===== src/rtl/tdm_demux81.sv =====
// rtl/tdm_demux81.sv - 1:8 TDM demultiplexer with shadow slots and a separate frame register
// Optional macro TDM_DEMUX81_RESYNC_EN: SOF during FILL restarts the frame and pulses sync_err.
module tdm_demux81 #(
  parameter int WIDTH = 1
) (
  input  logic               clk,
  input  logic               rst_n,
  input  logic [WIDTH-1:0]   din,
  input  logic               din_valid,
  input  logic               din_sof,
  output logic [8*WIDTH-1:0] frame,
  output logic               frame_valid,
  output logic [2:0]         slot,
  output logic               busy,
  output logic               sync_err
);

  typedef enum logic {IDLE, FILL} state_t;

  state_t           state;
  // Slot 7 is never stored: the 8th sample goes straight into frame.
  logic [WIDTH-1:0] shadow [7];

`ifdef TDM_DEMUX81_RESYNC_EN
  logic sync_err_q;
  assign sync_err = sync_err_q;
`else
  assign sync_err = 1'b0;
`endif

  assign busy = (state == FILL);

  always_ff @(posedge clk or negedge rst_n) begin
    if (!rst_n) begin
      state       <= IDLE;
      slot        <= 3'd0;
      frame       <= '0;
      frame_valid <= 1'b0;
`ifdef TDM_DEMUX81_RESYNC_EN
      sync_err_q  <= 1'b0;
`endif
      for (int k = 0; k < 7; k++) begin
        shadow[k] <= '0;
      end
    end else begin
      frame_valid <= 1'b0;
`ifdef TDM_DEMUX81_RESYNC_EN
      sync_err_q  <= 1'b0;
`endif
      case (state)
        IDLE: begin
          if (din_valid && din_sof) begin
            shadow[0] <= din;
            slot      <= 3'd1;
            state     <= FILL;
          end
        end
        FILL: begin
          if (din_valid) begin
`ifdef TDM_DEMUX81_RESYNC_EN
            if (din_sof) begin
              shadow[0]  <= din;
              slot       <= 3'd1;
              sync_err_q <= 1'b1;
            end else
`endif
            if (slot == 3'd7) begin
              for (int k = 0; k < 7; k++) begin
                frame[k*WIDTH +: WIDTH] <= shadow[k];
              end
              frame[7*WIDTH +: WIDTH] <= din;
              frame_valid <= 1'b1;
              slot        <= 3'd0;
              state       <= IDLE;
            end else begin
              for (int k = 0; k < 7; k++) begin
                if (slot == 3'(k)) begin
                  shadow[k] <= din;
                end
              end
              slot <= slot + 3'd1;
            end
          end
        end
        default: begin
          state <= IDLE;
          slot  <= 3'd0;
        end
      endcase
    end
  end

endmodule


===== config.mk =====
export PLATFORM = sky130hd
export DESIGN_NAME = tdm_demux81
export DESIGN_NICKNAME = d
export VERILOG_FILES = /design/src/rtl/tdm_demux81.sv
export SDC_FILE = /design/constraint.sdc
export NUM_CORES = 1
export LEC_CHECK = 0
export BUFFER_PORTS_ARGS = -buffer_cell sky130_fd_sc_hd__buf_2
export CAP_MARGIN = 20
export CELL_PAD_IN_SITES_DETAIL_PLACEMENT = 1
export CELL_PAD_IN_SITES_GLOBAL_PLACEMENT = 2
export CORE_MARGIN = 5
export CORE_UTILIZATION = 35
export DETAILED_ROUTE_END_ITERATION = 16
export PLACE_DENSITY_LB_ADDON = 0.2
export SYNTH_ARGS = -nofsm -noshare
export SYNTH_HDL_FRONTEND = slang
export SYNTH_SLANG_ARGS = --single-unit

===== constraint.sdc =====
create_clock -name clk -period 2.43 [get_ports clk]
set_input_delay 0.486 -clock clk [delete_from_list [all_inputs] [get_ports clk]]
set_output_delay 0.486 -clock clk [all_outputs]
set_load 0.01 [all_outputs]

==> results of run 1 <==
-- Yosys cell counts (all sizes together) --
master,n
nor2,3
inv,3
conb,1
o21ai,3
buf,3
a21oi,2
a21boi,1
nand2,7
a32o,1
nor3b,1
nand3,1
mux2,15
and2b,1
dfrtp,20
and4b,1
ha,7
and4bb,2
and3,1
-- final timing paths --
kind,from,to,slack (ps),cells past startpoint
setup / recovery,slot[0]$_DFFE_PN0P_,shadow[2]$_DFFE_PN0P_,690,5
hold / removal,rst_n,frame[6]$_DFFE_PN0P_,130,1
setup reg to reg,slot[0]$_DFFE_PN0P_,shadow[2]$_DFFE_PN0P_,690,5
hold reg to reg,shadow[2]$_DFFE_PN0P_,shadow[2]$_DFFE_PN0P_,500,1
max in group asynchronous,rst_n,shadow[1]$_DFFE_PN0P_,1990,1
min in group clk,din_sof,busy$_DFF_PN0_,450,3
-- sequential cells by signal, summed over array words and instances (netlist names) --
signal and cells:
busy 1, frame_valid 1, shadow 7, frame 8, slot 3
-- stage by stage --
| stage | hold slack (ps) | power (W) | cells | utilization | setup WS (ps) |
|---|---|---|---|---|---|
| 2_1_floorplan | 190 | 0.000920 | 73 | - | 772 |
| 3_3_place_gp | 460 | 0.00107 | 117 | 0.413 | 714 |
| 3_5_place_dp | 466 | 0.00109 | 117 | 0.413 | 690 |
| 4_1_cts | 136 | 0.00124 | 120 | 0.422 | 675 |
| 5_1_grt | 145 | 0.00133 | 120 | 0.422 | 580 |
| 6_report | 126 | 0.00122 | 120 | 0.422 | 690 |
-- metal layers --
metal | wire (um) | GRT usage
met1 | 821 | 0.147
met2 | 822 | 0.161
met3 | 80 | 0.0248
met4 | 17 | 0.0455
met5 | 0 | 0
-- worst max-delay path, delay by kind of cell (launching register included) --
| kind | cells | cell delay, ps |
|---|---|---|
| fa+ha+maj | 2 | 500 |
| flops | 1 | 450 |
| mux | 1 | 300 |
| simple gates | 2 | 380 |
-- cell usage in the layout (no fill, tap or decap) --
master	n
dfrtp_1	20
buf_2	17
mux2_2	12
nand2_1	7
ha_1	7
inv_1	3
nor2_1	3
mux2_1	3
clkbuf_4	3
a21oi_1	2
o21ai_0	2
and3_1	1
nand3_2	1
a32o_1	1
a21boi_0	1
and2b_1	1
and4bb_2	1
o21ai_1	1
and4bb_1	1
nor3b_1	1
and4b_1	1
conb_1	1
-- power by group through the flow --
stage | clock, W | sequential, W | combinational (W)
floorplan | 0 | 0.000619 | 0.000301
global placement | 0 | 0.000596 | 0.000477
detailed placement | 0 | 0.000607 | 0.000483
CTS | 0.000161 | 0.000598 | 0.000486
global route | 0.000177 | 0.000621 | 0.000537
finish | 0.000152 | 0.000594 | 0.000473
-- cell families (layout without fill, tap and decap cells) --
group / after synthesis / in the layout / share of synthesized area
multiplexers: 15 / 15 / 0.179
AO/OA/AOI/OAI: 7 / 7 / 0.0450
flip-flops: 20 / 20 / 0.530
adder cells (fa/ha/maj): 7 / 7 / 0.0927
buffers and inverters: 6 / 23 / 0.0397
other: 1 / 1 / 0.00397
AND/OR/NAND/NOR: 17 / 17 / 0.110
-- final cells by class --
type | count | area [sq um] | share of cell area
inverter | 3 | 11.3 | 0.0106
multi-input combinational | 47 | 407 | 0.382
timing repair buffer | 17 | 85.1 | 0.0800
sequential | 20 | 500 | 0.471
clock buffer | 3 | 22.5 | 0.0212
tap | 30 | 37.5 | 0.0353
==> results.ini, run 1 <==
[run_status]
outcome = completed

[synthesis]
synth_top_cell_by_area = dfrtp_1
avgSynthCellArea_sq_um = 12.9
yosysWarnings = 0
postSynthCellCount = 73
netlist_top_cells_area = dfrtp_1 53%, mux2_2 14%, ha_1 9.3%, mux2_1 3.6%, nand2_1 2.8%
seq_area_frac_synth = 0.530
ys_ff_latch = 20
yosysTopAreaCellShare = 0.530
syn_nets = 85
syn_area_sq_um = 945
yosysUniqueCellTypes = 22

[timing]
tns_ps = 0
min_period_over_period = 0.716
layout_min_cycle_time_ps = 1740
setup-violations-final = 0
hold_violations = 0
fmax_mhz = 575
fin_skew_ps = 1.76
rsz0062_at_grt = false
slew_viol_final = 0

[routing]
post_drt_wl_per_cell_um = 14.5
routed-via-count = 600
via_per_inst = 5.00
ant_nets = 0
drc = 0
drt-total-wl_mm = 1.74
first_pass_iters = 2
first_iter_violations = 3

[power]
power.share.clock = 0.124
comb_power_share = 0.388
p_switching_w = 0.000425
vdd_drop_max_mv = 0.478
p_int_w = 0.000794
cellPowerDensity_nw_per_um2 = 1150
seq_power_share = 0.488
switching_share = 0.349
p_leak_nw = 0.536

[global_routing]
grt_pass1_wl_mm = 2.91
gr-total-overflow = 0
grt_pass1_vias = 629
grtUsageTotal = 0.107
grt_max_degree = 21
antenna_found_initial = 0

[floorplan]
rows = 18
fp.dieW_um = 62.0
initial_utilization = 0.375
coreArea_sq_um = 2520
die_area_sq_um = 3840
fp.dieH_um = 62.0
ioPinCount = 19

[run]
cap_violations = 0

[final_layout]
final_area_sq_um = 1060
nFillCells = 283
n_antenna_cell = 0
drive_gt1_frac = 0.378
final_nets = 104
area_delta_synth_final_pct = 12.6

[critical_path]
start_kind = flip-flop
crit_fanout = 5
critPathArrivalTime_ps = 1920
cp_slowest_cell = dfrtp_1
cpMostUsedCell = ha_1
worstSetupPathType = flip-flop to flip-flop
critical_path_required_ps = 2620
crit_chain = ha_1, ha_1, and4b_1, nand2_1, mux2_1
slowest_delay_ps = 450
endpoint_kind = flip-flop

[clock_tree]
cts_tree = yes
cts.sinks = 20
cts_hold_buf = 0
clkSlewWorstSetupHoldPaths_ps = 100
clock_path_buffers = 2
cts_setup_buffers = 0
cts-resized-gates = 0
h-tree-depth = 1
cts-buffers-inserted = 3
clockRootBuffer = clkbuf_4
clk_latency_ps = 290

[worst_hold_path]
hold_class = input port to async pin

[placement]
hpwlAfterDp_mm = 1.29
portBuffers = 17
place_area_sq_um = 1040
place.gp.congestion = 0.732

No activity file was read; power rests on OpenSTA's default activity.
==> inputs of run 2 (changes only) <==
--- a/config.mk
+++ b/config.mk
@@ -10,7 +10,7 @@
 export CELL_PAD_IN_SITES_DETAIL_PLACEMENT = 1
 export CELL_PAD_IN_SITES_GLOBAL_PLACEMENT = 2
 export CORE_MARGIN = 5
-export CORE_UTILIZATION = 35
+export CORE_UTILIZATION = 31
 export DETAILED_ROUTE_END_ITERATION = 16
 export PLACE_DENSITY_LB_ADDON = 0.2
 export SYNTH_ARGS = -nofsm -noshare
==> constraint.sdc (replaced) <==
create_clock -name clk -period 1.4 [get_ports clk]
set_input_delay 0.28 -clock clk [delete_from_list [all_inputs] [get_ports clk]]
set_output_delay 0.28 -clock clk [all_outputs]
set_load 0.01 [all_outputs]
==> run 2 against run 1 <==
Net effect: the run now ends with negative setup slack left; sequential share of layout area decreased by 8.5 points; combinational power increased to 2.8 times the previous value; non-clock buffer count increased by 16; maximum frequency increased by 9.4%; clock power increased by 120%; register-to-register slack got worse by 880 ps; setup slack got worse by 880 ps; wire length increased by 23%; critical path type unchanged; largest cell class unchanged; highest routed layer unchanged.
==> results.ini, run 2 (same netlist as run 1, synthesis figures left out) <==
[worst_hold_path]
hold_class = input port to flip-flop  ; was input port to async pin

[critical_path]
regToRegSetupSlack_ps = -190  ; was 690 ps
crit_fanout = 4  ; was 5
cp_slowest_cell = dfrtp_2  ; was dfrtp_1
slowest_delay_ps = 460  ; was 450 ps
critPathCapture = shadow[0]$_DFFE_PN0P_  ; was shadow[2]$_DFFE_PN0P_
worstSetupPathType = flip-flop to flip-flop  ; unchanged
endpoint_kind = flip-flop  ; unchanged
critPathArrivalTime_ps = 1780  ; was 1920 ps
crit_chain = ha_4, ha_4, and4b_1, nand2_1, mux2_4  ; was ha_1, ha_1, and4b_1, nand2_1, mux2_1
r2r_end = shadow[0]$_DFFE_PN0P_  ; was shadow[2]$_DFFE_PN0P_
startpoint = slot[1]$_DFFE_PN0P_  ; was slot[0]$_DFFE_PN0P_
cpMostUsedCell = ha_4  ; was ha_1
ff2ff_path_depth = 5  ; unchanged
worstReg2RegStart = slot[1]$_DFFE_PN0P_  ; was slot[0]$_DFFE_PN0P_
critical_path_required_ps = 1590  ; was 2620 ps
start_kind = flip-flop  ; unchanged

[power]
vdd_drop_max_mv = 0.754  ; was 0.478 mV
power.share.clock = 0.123  ; was 0.124
comb_power_share = 0.486  ; was 0.388
seq_power_share = 0.391  ; was 0.488
p_switching_w = 0.000913  ; was 0.000425 W
p_int_w = 0.00181  ; was 0.000794 W
cellPowerDensity_nw_per_um2 = 2080  ; was 1150 nW/um^2
switching_share = 0.335  ; was 0.349
p_leak_nw = 0.670  ; was 0.536 nW

[floorplan]
initial_utilization = 0.317  ; was 0.375
die_area_sq_um = 4250  ; was 3840 sq um
fp.dieH_um = 65.2  ; was 62.0 um
rows = 20  ; was 18
coreArea_sq_um = 2980  ; was 2520 sq um
fp.dieW_um = 65.2  ; was 62.0 um
ioPinCount = 19  ; unchanged

[final_layout]
regMostFlops = frame  ; unchanged
drive_gt1_frac = 0.570  ; was 0.378
n_antenna_cell = 0  ; unchanged
ff_latch_area_sq_um = 504  ; was 500 sq um
nFillCells = 317  ; was 283
largest_reg_flops = 8  ; unchanged
area_delta_synth_final_pct = 38.5  ; was 12.6%
multiInputGateArea_sq_um = 502  ; was 407 sq um
final_nets = 120  ; was 104
final_common_cell = dfrtp_1  ; unchanged
reg_top3 = frame: 8 flops, shadow: 7 flops, slot: 3 flops  ; unchanged
layout_common_cells = 17 x dfrtp_1, 16 x buf_2, 15 x buf_4  ; was 20 x dfrtp_1, 17 x buf_2, 12 x mux2_2

[clock_tree]
clock_path_buffers = 2  ; unchanged
clockRootBuffer = clkbuf_4  ; unchanged
cts.sinks = 20  ; unchanged
cts_tree = yes  ; unchanged
cts-buffers-inserted = 3  ; unchanged
clkSlewWorstSetupHoldPaths_ps = 120  ; was 100 ps
clk_latency_ps = 290  ; about the same
h-tree-depth = 1  ; unchanged

[timing]
fmax_mhz = 629  ; was 575 MHz
fin_hold_ws_ps = 261  ; was 126 ps
min_period_over_period = 1.14  ; was 0.716
fin_skew_ps = 3.47  ; was 1.76 ps
hold_violations = 0  ; unchanged
layout_min_cycle_time_ps = 1590  ; was 1740 ps
tns_ps = -2180  ; was 0 ps
finalWorstSetupSlack_ps = -190  ; was 690 ps
slew_viol_final = 0  ; unchanged
setup-violations-final = 16  ; was 0
rsz0062_at_grt = true  ; was false

[routing]
via_per_inst = 4.82  ; was 5.00
drc = 0  ; unchanged
first_iter_violations = 9  ; was 3
first_pass_iters = 4  ; was 2
routed-via-count = 675  ; was 600
post_drt_wl_per_cell_um = 15.3  ; was 14.5 um
drt-total-wl_mm = 2.15  ; was 1.74 mm
ant_nets = 0  ; unchanged

[run_status]
outcome = complete, but fails checks  ; was completed
violations = negative setup slack

[global_routing]
gr-total-overflow = 0  ; unchanged
top_usage_layer = met2  ; unchanged
grt_pass1_vias = 737  ; was 629
grtUsageTotal = 0.111  ; was 0.107
grt_max_degree = 21  ; unchanged
grt_pass1_wl_mm = 3.61  ; was 2.91 mm
grt_use_met3 = 0.0120  ; was 0.0248
grt_use_met1 = 0.136  ; was 0.147
antenna_found_initial = 0  ; unchanged
use_met2 = 0.195  ; was 0.161

[run]
cap_violations = 0  ; unchanged

[placement]
portBuffers = 17  ; unchanged
hpwlAfterDp_mm = 1.61  ; was 1.29 mm
place.gp.congestion = 0.766  ; was 0.732

## run 2: changes by cell type in the layout (fill, tap and decap cells not counted), sizes merged
cell	change
buf	+15
clkbuf	+1
dlygate4sd3	+1
## run 2: layer usage
layer  routed length (um)  up-vias
met5                    0        -
met4                   27        0
met3                   57        2
met2                 1110       11
met1                  948      339
li1                     -      323
## run 2: layout make-up
type / count / area share
Clock buffer: 4 / 0.0277
Tap cell: 33 / 0.0315
Timing Repair Buffer: 33 / 0.163
Sequential cell: 20 / 0.385
Multi-Input combinational cell: 47 / 0.383
Inverter: 3 / 0.00860
## run 2: worst max-delay path, delay by kind of cell (launching register included)
family | cells | cell delay (ps)
DFF | 1 | 460
and+or+nand+nor | 2 | 360
adders and majority gates | 2 | 360
muxes | 1 | 300
## run 2: power by group through the flow
stage               clock network (W)  logic (W)  registers [W]
finish                       0.000336    0.00133        0.00107
global route                 0.000370    0.00146        0.00111
CTS                          0.000354    0.00126        0.00105
detailed placement                  0    0.00118        0.00107
global placement                    0    0.00113        0.00105
floorplan                           0   0.000598        0.00111
## run 2: how the worst min path moves through the flow
stage | startpoint | depth (start not counted) | end
floorplan | rst_n | 0 | busy$_DFF_PN0_
global placement | rst_n | 1 | frame[4]$_DFFE_PN0P_
detailed placement | rst_n | 1 | shadow[0]$_DFFE_PN0P_
CTS | din_sof | 3 | busy$_DFF_PN0_
global route | din_sof | 3 | busy$_DFF_PN0_
finish | din_sof | 3 | busy$_DFF_PN0_
## run 2: metrics by stage
| stage | cell area [sq um] | power, W | setup slack [ps] | cells | util |
|---|---|---|---|---|---|
| floorplan | 996 | 0.00171 | -140 | 73 | - |
| global placement | 1190 | 0.00218 | -146 | 132 | 0.398 |
| detailed placement | 1190 | 0.00224 | -179 | 132 | 0.398 |
| CTS | 1260 | 0.00266 | -194 | 139 | 0.424 |
| global route | 1310 | 0.00294 | -234 | 140 | 0.439 |
| finish | 1310 | 0.00273 | -190 | 140 | 0.439 |
## run 2: what timing repair did
item / CTS / global route
endpoints found under the setup margin: 15 / 17
resized for setup: 3 / 11
pin swaps: 1 / 2
setup buffers: 2 / 1
hold buffers: 1 / 0
hold endpoints to repair: 20 / 0
==> inputs of run 3 (changes only) <==
--- a/config.mk
+++ b/config.mk
@@ -10,9 +10,9 @@
 export CELL_PAD_IN_SITES_DETAIL_PLACEMENT = 1
 export CELL_PAD_IN_SITES_GLOBAL_PLACEMENT = 2
 export CORE_MARGIN = 5
-export CORE_UTILIZATION = 31
+export CORE_UTILIZATION = 30
 export DETAILED_ROUTE_END_ITERATION = 16
-export PLACE_DENSITY_LB_ADDON = 0.2
+export PLACE_DENSITY = 0.68
 export SYNTH_ARGS = -nofsm -noshare
 export SYNTH_HDL_FRONTEND = slang
 export SYNTH_SLANG_ARGS = --single-unit
==> run 3 against run 2 <==
Net effect: the run still ends with negative setup slack left; sequential cell count unchanged; register-to-register slack better by 20 ps; sequential share of layout area up 0.98 points; critical endpoint unchanged; largest power group unchanged.
==> results.ini, run 3 (same netlist as run 1, synthesis figures left out) <==
[global_routing]
grt_pass1_wl_mm = 3.31  ; was 3.61 mm
grt_pass1_vias = 728  ; was 737
gr-total-overflow = 0  ; unchanged
grt_max_degree = 21  ; unchanged
antenna_found_initial = 0  ; unchanged
grtUsageTotal = 0.0990  ; was 0.111

[placement]
place_area_sq_um = 1200  ; was 1190 sq um
place.gp.congestion = 0.808  ; was 0.766
portBuffers = 17  ; unchanged
hpwlAfterDp_mm = 1.51  ; was 1.61 mm

[timing]
fmax_mhz = 635  ; was 629 MHz
setup-violations-final = 16  ; unchanged
layout_min_cycle_time_ps = 1570  ; was 1590 ps
finalWorstSetupSlack_ps = -175  ; was -190 ps
slew_viol_final = 0  ; unchanged
tns_ps = -1400  ; was -2180 ps
hold_violations = 0  ; unchanged
min_period_over_period = 1.12  ; was 1.14
fin_skew_ps = 1.04  ; was 3.47 ps
rsz0062_at_grt = true  ; unchanged

[critical_path]
r2r_end = shadow[0]$_DFFE_PN0P_  ; unchanged
crit_fanout = 4  ; unchanged
regToRegSetupSlack_ps = -170  ; was -190 ps
start_kind = flip-flop  ; unchanged
critPathArrivalTime_ps = 1760  ; was 1780 ps
worstSetupPathType = flip-flop to flip-flop  ; unchanged
worstReg2RegStart = slot[0]$_DFFE_PN0P_  ; was slot[1]$_DFFE_PN0P_
critical_path_required_ps = 1590  ; about the same
endpoint_kind = flip-flop  ; unchanged
ff2ff_path_depth = 5  ; unchanged

[worst_hold_path]
min_to = busy$_DFF_PN0_  ; unchanged
hold_class = input port to flip-flop  ; unchanged
min_from = din_sof  ; unchanged
min_path_cells = 3  ; unchanged

[routing]
routed-via-count = 666  ; was 675
ant_nets = 0  ; unchanged
drc = 0  ; unchanged
via_per_inst = 4.47  ; was 4.82
first_iter_violations = 16  ; was 9
post_drt_wl_per_cell_um = 12.9  ; was 15.3 um
drt-total-wl_mm = 1.93  ; was 2.15 mm
first_pass_iters = 2  ; was 4

[clock_tree]
h-tree-depth = 1  ; unchanged
cts-buffers-inserted = 3  ; unchanged
cts_tree = yes  ; unchanged
clock_path_buffers = 2  ; unchanged
cts.sinks = 20  ; unchanged
clockRootBuffer = clkbuf_4  ; unchanged
clkSlewWorstSetupHoldPaths_ps = 110  ; was 120 ps
clk_latency_ps = 290  ; about the same

[final_layout]
final_common_cell = dfrtp_1  ; unchanged
layout_common_cells = 17 x dfrtp_1, 16 x buf_2, 14 x buf_4  ; was 17 x dfrtp_1, 16 x buf_2, 15 x buf_4
regMostFlops = frame  ; unchanged
area_delta_synth_final_pct = 35.1  ; was 38.5%
drive_gt1_frac = 0.571  ; was 0.570
final_nets = 119  ; was 120
final_area_sq_um = 1280  ; was 1310 sq um
reg_top3 = frame: 8 flops, shadow: 7 flops, slot: 3 flops  ; unchanged
largest_reg_flops = 8  ; unchanged
nFillCells = 345  ; was 317
n_antenna_cell = 0  ; unchanged

[run_status]
outcome = complete, but fails checks  ; unchanged
violations = negative setup slack  ; unchanged

[floorplan]
rows = 20  ; unchanged
die_area_sq_um = 4370  ; was 4250 sq um
ioPinCount = 19  ; unchanged
fp.dieW_um = 66.1  ; was 65.2 um
initial_utilization = 0.312  ; was 0.317
coreArea_sq_um = 3030  ; was 2980 sq um
fp.dieH_um = 66.1  ; was 65.2 um

[power]
cellPowerDensity_nw_per_um2 = 2000  ; was 2080 nW/um^2
p_leak_nw = 0.624  ; was 0.670 nW
vdd_drop_max_mv = 0.623  ; was 0.754 mV

[run]
cap_violations = 0  ; unchanged

==> run 3: final cells by class <==
type                    instances  area [sq um]  area share
clock buffers                   3          22.5      0.0176
inverters                       3          11.3     0.00882
multi-input cells              47           477       0.374
flip-flops and latches         20           504       0.395
well taps                      44          55.1      0.0431
repair buffers                 32           206       0.162
==> run 3: worst max path at each step <==
stage | start | to | slack, ps | depth (start not counted)
after floorplan | slot[1]$_DFFE_PN0P_ | shadow[0]$_DFFE_PN0P_ | -140 | 5
after global placement | slot[1]$_DFFE_PN0P_ | shadow[1]$_DFFE_PN0P_ | -130 | 5
after detailed placement | slot[0]$_DFFE_PN0P_ | shadow[1]$_DFFE_PN0P_ | -170 | 5
after CTS | slot[0]$_DFFE_PN0P_ | shadow[0]$_DFFE_PN0P_ | -170 | 5
after global routing | slot[1]$_DFFE_PN0P_ | shadow[0]$_DFFE_PN0P_ | -230 | 5
final | slot[0]$_DFFE_PN0P_ | shadow[0]$_DFFE_PN0P_ | -170 | 5
==> run 3: critical path, cell delays in order (launching register included) <==
cell,delay [ps]
dfrtp_2,450
ha_4,190
ha_4,170
and4b_1,290
nand2_1,90
mux2_4,290
==> run 3: routing by layer <==
layer / global-route usage / wire length (um)
met4: 0.0533 / 25
met3: 0.0102 / 56
met5: 0 / 0
met1: 0.126 / 913
met2: 0.164 / 932
==> run 3: power by group <==
group	switching, W	internal, W
Clock	0.000167	0.000100
Sequential	0.000197	0.000850
Combinational	0.000498	0.000739
Total	0.000862	0.00169
==> run 3: through the flow <==
stage                     power (W)   util  setup slack [ps]  hold slack (ps)  instances
after floorplan             0.00171      -              -140            -15.6         73
after global placement      0.00218  0.396              -135              256        143
after CTS                   0.00257  0.419              -170              246        149
after global routing        0.00275  0.421              -227              280        149
final                       0.00255  0.421              -175              250        149
after detailed placement    0.00223  0.396              -168              256        143
==> run 3: what timing repair did <==
| action | CTS | global route |
|---|---|---|
| hold buffers | 1 | 0 |
| setup endpoints to repair | 16 | 16 |
| hold endpoints to repair | 20 | 0 |
| resized for setup | 5 | 2 |
| setup buffers | 2 | 0 |
| pin swaps | 4 | 1 |
